### config.mk
export PLATFORM = sky130hd
export DESIGN_NAME = lifo_frame_reader
export DESIGN_NICKNAME = d
export VERILOG_FILES = /design/src/rtl/lifo_frame_reader.sv
export SDC_FILE = /design/constraint.sdc
export NUM_CORES = 1
export LEC_CHECK = 0
export CELL_PAD_IN_SITES_DETAIL_PLACEMENT = 0
export CELL_PAD_IN_SITES_GLOBAL_PLACEMENT = 1
export CORE_ASPECT_RATIO = 0.9
export CORE_MARGIN = 5
export CORE_UTILIZATION = 39
export DETAILED_ROUTE_END_ITERATION = 16
export MAX_ROUTING_LAYER = met4
export PLACE_DENSITY = 0.91
export SLEW_MARGIN = 30
export SYNTH_ARGS = -nofsm -noshare
export SYNTH_HDL_FRONTEND = slang
export SYNTH_SLANG_ARGS = --single-unit
### constraint.sdc
create_clock -name clock -period 5.5 [get_ports clock]
set_clock_uncertainty 0.2 [all_clocks]
set_input_delay 1.375 -clock clock [delete_from_list [all_inputs] [get_ports clock]]
set_output_delay 1.375 -clock clock [all_outputs]
set_load 0.05 [all_outputs]
### src/rtl/lifo_frame_reader.sv
// Read-side controller for the 16-deep LIFO: pops a frame of bytes and streams them
// over a valid/ready interface, marking the final byte and aborting on a stalled stack.
`timescale 1ns/1ps
module lifo_frame_reader #(
    parameter int unsigned DATA_W  = 8,
    parameter int unsigned LEN_W   = 5,
    parameter int unsigned TIMEOUT = 16
) (
    input  logic              clock,
    input  logic              resetn,
    input  logic              start,
    input  logic [LEN_W-1:0]  frame_len,
    output logic              busy,
    output logic              done,
    output logic              err,
    output logic              lifo_read_en,
    input  logic              lifo_empty,
    input  logic [DATA_W-1:0] lifo_data,
    output logic              m_valid,
    input  logic              m_ready,
    output logic [DATA_W-1:0] m_data,
    output logic              m_last,
    output logic [LEN_W-1:0]  popped_cnt
);

    localparam int unsigned Depth = 16;
    localparam int unsigned TmoW  = $clog2(TIMEOUT + 1);

    localparam logic [LEN_W-1:0] MaxLen   = LEN_W'(Depth);
    localparam logic [TmoW-1:0]  TmoLimit = TmoW'(TIMEOUT);

    typedef enum logic [2:0] {
        StIdle,
        StPop,
        StWait,
        StSend,
        StFin
    } state_e;

    state_e              state_q, state_d;
    logic [LEN_W-1:0]    len_q, len_d;
    logic [LEN_W-1:0]    popped_q, popped_d;
    logic [TmoW-1:0]     tmo_q, tmo_d;
    logic [DATA_W-1:0]   m_data_q, m_data_d;
    logic                m_valid_q, m_valid_d;
    logic                m_last_q, m_last_d;
    logic                done_q, done_d;
    logic                err_q, err_d;
    logic                rd_en;
    logic [LEN_W-1:0]    popped_inc;
    logic [TmoW-1:0]     tmo_inc;

    assign popped_inc = popped_q + 1'b1;
    // Saturating increment so the counter can never wrap back below the limit.
    assign tmo_inc    = (tmo_q == TmoLimit) ? tmo_q : tmo_q + 1'b1;

    always_comb begin
        state_d   = state_q;
        len_d     = len_q;
        popped_d  = popped_q;
        tmo_d     = tmo_q;
        m_data_d  = m_data_q;
        m_valid_d = m_valid_q;
        m_last_d  = m_last_q;
        err_d     = 1'b0;
        rd_en     = 1'b0;

        unique case (state_q)
            StIdle: begin
                if (start) begin
                    popped_d = '0;
                    tmo_d    = '0;
                    if (frame_len == '0) begin
                        len_d   = '0;
                        state_d = StFin;
                    end else begin
                        len_d   = (frame_len > MaxLen) ? MaxLen : frame_len;
                        state_d = StPop;
                    end
                end
            end

            StPop: begin
                if (!lifo_empty) begin
                    rd_en   = 1'b1;
                    tmo_d   = '0;
                    state_d = StWait;
                end else begin
                    tmo_d = tmo_inc;
                    if (tmo_inc == TmoLimit) begin
                        err_d   = 1'b1;
                        state_d = StIdle;
                    end
                end
            end

            // LIFO output is valid during this cycle, one cycle after the pop.
            StWait: begin
                m_data_d  = lifo_data;
                m_valid_d = 1'b1;
                m_last_d  = (popped_q == (len_q - 1'b1));
                state_d   = StSend;
            end

            StSend: begin
                if (m_ready) begin
                    m_valid_d = 1'b0;
                    m_last_d  = 1'b0;
                    popped_d  = popped_inc;
                    state_d   = (popped_inc == len_q) ? StFin : StPop;
                end
            end

            StFin: begin
                state_d = StIdle;
            end

            default: begin
                state_d = StIdle;
            end
        endcase

        done_d = (state_d == StFin);
    end

    always_ff @(posedge clock) begin
        if (!resetn) begin
            state_q   <= StIdle;
            len_q     <= '0;
            popped_q  <= '0;
            tmo_q     <= '0;
            m_data_q  <= '0;
            m_valid_q <= 1'b0;
            m_last_q  <= 1'b0;
            done_q    <= 1'b0;
            err_q     <= 1'b0;
        end else begin
            state_q   <= state_d;
            len_q     <= len_d;
            popped_q  <= popped_d;
            tmo_q     <= tmo_d;
            m_data_q  <= m_data_d;
            m_valid_q <= m_valid_d;
            m_last_q  <= m_last_d;
            done_q    <= done_d;
            err_q     <= err_d;
        end
    end

    assign busy         = (state_q != StIdle);
    assign done         = done_q;
    assign err          = err_q;
    assign lifo_read_en = rd_en;
    assign m_valid      = m_valid_q;
    assign m_data       = m_data_q;
    assign m_last       = m_last_q;
    assign popped_cnt   = popped_q;

endmodule

==> results of run 1 <==
==> Yosys cell counts (3+ instances only) <==
cell type and instances:
nand2_1 32, dfxtp_1 30, a21boi_0 14, a21oi_1 12
nor2_1 8, o21ai_0 7, inv_1 6, nor2b_1 6
xnor2_1 6, clkbuf_1 5, nand3_1 5, nand3b_1 5
nor3_1 5, xor2_1 5, ha_1 4, nand2b_1 3
==> flip-flops by register name, summed over array words and instances, names as in the netlist, 3 cells and up <==
name        count
m_data          8
len_q           5
popped_cnt      5
tmo_q           5
state_q         3
==> layout make-up <==
cell class              instances  share of cell area
clock buffers                   6              0.0392
clock inverters                 2              0.0285
inverters                       6              0.0107
multi-input cells             144               0.437
flip-flops and latches         30               0.285
well taps                      48              0.0285
repair buffers                 36               0.171
==> cell families (layout without fill, tap and decap cells) <==
kind of cell	count (synthesis)	after routing	share of synthesized area
DFF	30	30	0.378
and+or+nand+nor	82	82	0.287
xor gates and xnor gates	12	12	0.0709
adders and majority gates	4	4	0.0315
buffers and inverters	14	50	0.0410
AOI/OAI and AO/OA	45	45	0.185
muxes	1	1	0.00630
==> power breakdown <==
| group | total [mW] | leakage, nW | internal (mW) | switching (mW) |
|---|---|---|---|---|
| logic | 0.0911 | 0.448 | 0.0394 | 0.0518 |
| registers | 0.233 | 0.243 | 0.225 | 0.00829 |
| clock network | 0.278 | 0.0714 | 0.193 | 0.0853 |
| total | 0.603 | 0.762 | 0.457 | 0.145 |
==> routing by layer <==
layer | GRT usage | vias to the layer above | part of all wire
li1 | - | 731 | -
met1 | 0.177 | 629 | 0.50
met2 | 0.198 | 42 | 0.41
met3 | 0.0344 | 7 | 0.056
met4 | 0.0859 | 0 | 0.027
met5 | - | - | 0
==> worst max-delay path: stages <==
cell             delay, ns
clkdlybuf4s50_1       0.44
nor2_1                0.15
clkdlybuf4s50_1       0.82
==> worst max path at each step <==
stage	startpoint	to	cells after the start
global route	lifo_empty	lifo_read_en	3
finish	lifo_empty	lifo_read_en	3
detailed placement	lifo_empty	lifo_read_en	3
global placement	lifo_empty	lifo_read_en	3
floorplan	lifo_empty	lifo_read_en	1
CTS	lifo_empty	lifo_read_en	3
==> through the flow <==
stage / area (sq um) / cells / utilization
after global routing: 2110 / 272 / 0.525
after global placement: 1970 / 264 / 0.489
after floorplan: 1590 / 188 / -
after detailed placement: 1970 / 264 / 0.489
final: 2110 / 272 / 0.525
after CTS: 2110 / 272 / 0.525
==> run metrics, run 1 <==
vias in the first global route 1289; TritonCTS buffer count 5; Crit Reg-Reg Endpoint done$_SDFF_PN0_; remaining antenna violation count 0; Longest Clk Path Bufs 2; fin crit period 4.36 ns; largest net degree at the start of global routing 27; FF+latch count, synth 30; period utilization 0.793; vias post-DR 1409; Pwr Total 0.603 mW; Multi-input gate area 922 sq um; fmax 0.229 GHz; post-synth top area share 0.378; status finished clean; Synth Instances 188; DP HPWL 2.46 mm; Fin Hold WS 0.270 ns; CP Launch Type primary input; Distinct cells, synth 43; DRC 0; Pleak 0.762 nW; Slew Viols, Final 0; antenna violations before repair 0; drt via density 5.18; register area share after synthesis 0.378; fillers 382; worst hold path depth 2; CTS clk-pin slew, worst paths 0.07 ns; worst min-delay path startpoint m_data[3]$_SDFFE_PN0P_; Final nets 245; Worst R2R Setup Slack 3.38 ns; drt total wl 3.51 mm; antenna cells 0; Die Y 70.5 microns; drt pass-1 iters 5; # resized after CTS 0; CTS hold repair buffers 0; Syn Area/Cell 8.45 sq um; FP Rows 22; setup bufs post-CTS 0; FF+latch area 601 sq um; clock latency on the worst-skew pair 0.29 ns; P&R area growth vs syn 32.8%; Root Buffer Master clkbuf_8; Power Dens Cells 286 mW/mm^2; Yosys top cell by area dfxtp_1; Peak supply drop 148 uV; final worst setup slack 1.14 ns; CTS tree done; # port buffers 36; Hold EP m_data[3]$_SDFFE_PN0P_; dpl ws 1.14 ns; Ports 37; routed len/inst 12.9 microns; Slew headroom 0.452; dominant cells by area after synthesis dfxtp_1, nand2_1, a21boi_0; grt ovf 0; Critical Path Sink Type primary output; Async SR Flop Fraction 0; MaxCap Viol Count 0; Main synth FF type dfxtp_1; clock sinks 30; final setup vio count 0; H-tree depth 2; most frequent cells in the layout clkdlybuf4s50_1, nand2_1, dfxtp_1; final hold violations 0; routability cong. 0.853; mapped cell area 0.00159 sq mm; most common cell after layout, fill and taps aside clkdlybuf4s50_1; Worst Hold Class reg2reg; setup TNS 0 ns; GRT Overall Usage 0.140; Core Region 0.00402 sq mm; launch point of the worst reg-to-reg path popped_cnt[0]$_SDFFE_PN0P_; die area 0.00545 sq mm; required time worst endpoint 3.92 ns; critical setup path kind in2out; initial core utilization 0.395; Reg2Reg Depth 6; unrepaired setup endpoints after global routing false; Mapped Nets 210; layout cells sized above 1 0.0670; CP max FO 3; Starting DRT DRC Count 52; global-route wire length before repair 5.91 mm; worst-margin pin slew 0.819 ns; Syn. warnings 0; Die Span X 77.3 microns; Post-synth EDFFs 0; Worst Path Arrival 2.79 ns
Note: power is estimated with default switching activity, not from simulation.
==> inputs of run 2 (changes only) <==
- CORE_UTILIZATION: 39 -> 33
- PLACE_DENSITY: 0.91 -> 0.83
- clock period: 5.5 -> 4.01 ns (I/O delays scaled with it)
==> run 2 against run 1 <==
Net effect: count of clock-buffer cells in the layout is 1 higher; combinational power is 38% higher; final cell count is 6.6% higher; setup slack worse by 0.15 ns; core utilization is 8.6 points lower; power is 15% higher; hold slack worse by 0.0071 ns; sequential cell count stayed put; via count is 0.28% lower; register-to-register slack worse by 1.5 ns; non-clock buffer count is 1 higher.
==> run metrics, run 2 (same netlist as run 1, synthesis figures left out) <==
setup TNS 0 ns (unchanged); initial core utilization 0.335 (-0.0604); critical path cell sequence clkdlybuf4s50_1, nor2_1, buf_4; layout cells sized above 1 0.0711 (+0.00415); Critical-path top delay cell clkdlybuf4s50_1; # port buffers 36 (unchanged); Worst Hold Class reg2reg; CTS clk-pin slew, worst paths 0.06 ns (about the same); CP Launch Type primary input; Slew headroom 0.528 (+0.0753); Peak supply drop 145 uV (-2.3%); Slew Viols, Final 0 (unchanged); grt ovf 0 (unchanged); Critical Path Sink Type primary output; critical setup path kind in2out; drt pass-1 iters 4 (-1); clock latency on the worst-skew pair 0.28 ns (about the same); Longest Clk Path Bufs 2 (unchanged); GRT Overall Usage 0.121 (-0.0183); DRC 0 (unchanged); Largest stage delay, worst path 0.45 ns (-0.37 ns); Pleak 0.746 nW (-2.2%); routability cong. 0.809 (-5.1%); status finished clean; antenna cells 0 (unchanged); P&R area growth vs syn 31.2%; MaxCap Viol Count 0 (unchanged); Final Core Density 0.439 (-0.0855); most common cell after layout, fill and taps aside clkdlybuf4s50_1; unrepaired setup endpoints after global routing false; Comb pwr share 0.182 (+0.031); H-tree depth 2 (unchanged); fmax 0.330 GHz; FP Rows 24 (+9.1%); die area 0.00630 sq mm (+16%); remaining antenna violation count 0 (unchanged); # resized after CTS 0 (unchanged); largest net degree at the start of global routing 20 (-26%); global-route wire length before repair 5.86 mm (-0.93%); final hold violations 0 (unchanged); clock sinks 30 (unchanged); routed len/inst 12.3 microns (-4.8%); TritonCTS buffer count 5 (unchanged); worst hold path depth 2 (unchanged); part of the power in registers 0.461 (+0.074); sw power 0.193 mW (+33%); Die Y 75.8 microns (+7.5%); Final nets 246 (+0.41%); setup bufs post-CTS 0 (unchanged); final worst setup slack 0.982 ns (-0.155 ns); CTS hold repair buffers 0 (unchanged); CTS tree done; drt via density 4.84 (-6.5%); FF+latch area 601 sq um (unchanged); fillers 488 (+28%); Starting DRT DRC Count 87 (+67%); fin crit period 3.03 ns; CP max FO 3 (unchanged); vias in the first global route 1229 (-4.7%); Multi-input gate area 922 sq um (unchanged); Sw Share 0.278 (+0.0370); Die Span X 83.1 microns (+7.6%); final setup vio count 0 (unchanged); most frequent cells in the layout clkdlybuf4s50_1, nand2_1, dfxtp_1; Root Buffer Master clkbuf_8; Reg2Reg Depth 6 (unchanged); Ports 37 (unchanged); drt total wl 3.57 mm (+1.5%); DP HPWL 2.72 mm (+11%); worst-margin pin slew 0.705 ns (-0.113 ns); Power Dens Cells 333 mW/mm^2 (+16%); antenna violations before repair 0 (unchanged); vias post-DR 1405 (-0.28%); period utilization 0.755; max reg flops 8 (unchanged); dpl ws 0.975 ns (-0.168 ns); Core Region 0.00474 sq mm (+18%); internal power 0.501 mW (+9.5%); Clk network pwr share 0.358 (-0.104); required time worst endpoint 2.81 ns (-1.11 ns); Worst Path Arrival 1.83 ns (-0.96 ns)
==> run 2: cell types whose count changed in the layout (fill, tap and decap cells not counted), sizes merged <==
cell / before / now
bufinv: 2 / 0
clkinv: 0 / 1
clkdlybuf4s50: 36 / 35
buf: 0 / 2
clkbuf: 6 / 7
==> run 2: final cells by class <==
class / count / area share
Multi-Input combinational cell: 144 / 0.443
Sequential cell: 30 / 0.288
Timing Repair Buffer: 37 / 0.175
Clock buffer: 7 / 0.0414
Tap cell: 65 / 0.0390
Inverter: 6 / 0.0108
Clock inverter: 1 / 0.00240
==> run 2: path summary, 6_finish.rpt <==
kind / from / endpoint / slack, ns
setup / recovery: lifo_empty / lifo_read_en / 0.98
hold / removal: m_data[4]$_SDFFE_PN0P_ / m_data[4]$_SDFFE_PN0P_ / 0.26
setup reg to reg: popped_cnt[0]$_SDFFE_PN0P_ / state_q[0]$_SDFF_PN0_ / 1.87
hold reg to reg: m_data[4]$_SDFFE_PN0P_ / m_data[4]$_SDFFE_PN0P_ / 0.26
==> run 2: power groups by stage <==
stage / logic (mW) / clock network (mW) / registers [mW]
4_1_cts: 0.128 / 0.257 / 0.319
6_report: 0.126 / 0.248 / 0.319
5_1_grt: 0.138 / 0.275 / 0.321
3_5_place_dp: 0.127 / 0 / 0.326
2_1_floorplan: 0.0683 / 0 / 0.337
3_3_place_gp: 0.127 / 0 / 0.326
==> run 2: per-stage QoR <==
stage / total power, mW / std cells / hold WS, ns / instance area, sq um
after detailed placement: 0.453 / 282 / 0.258 / 1990
after CTS: 0.704 / 290 / 0.268 / 2080
after global placement: 0.453 / 282 / 0.249 / 1990
after global routing: 0.734 / 290 / 0.301 / 2080
after floorplan: 0.406 / 188 / 0.276 / 1590
final: 0.694 / 290 / 0.263 / 2080
==> run 2: metal layers <==
metal  vias up  wire (microns)  global-route usage
li1        729               -                   -
met1       624            1790               0.162
met2        45            1430               0.164
met3         7             257              0.0346
met4         0              92              0.0672
met5         -               0                   -
==> run 2: critical path: cells and delay by family <==
family	cells	cell delay (ns)
buffers and inverters	2	0.67
AND/OR/NAND/NOR	1	0.16
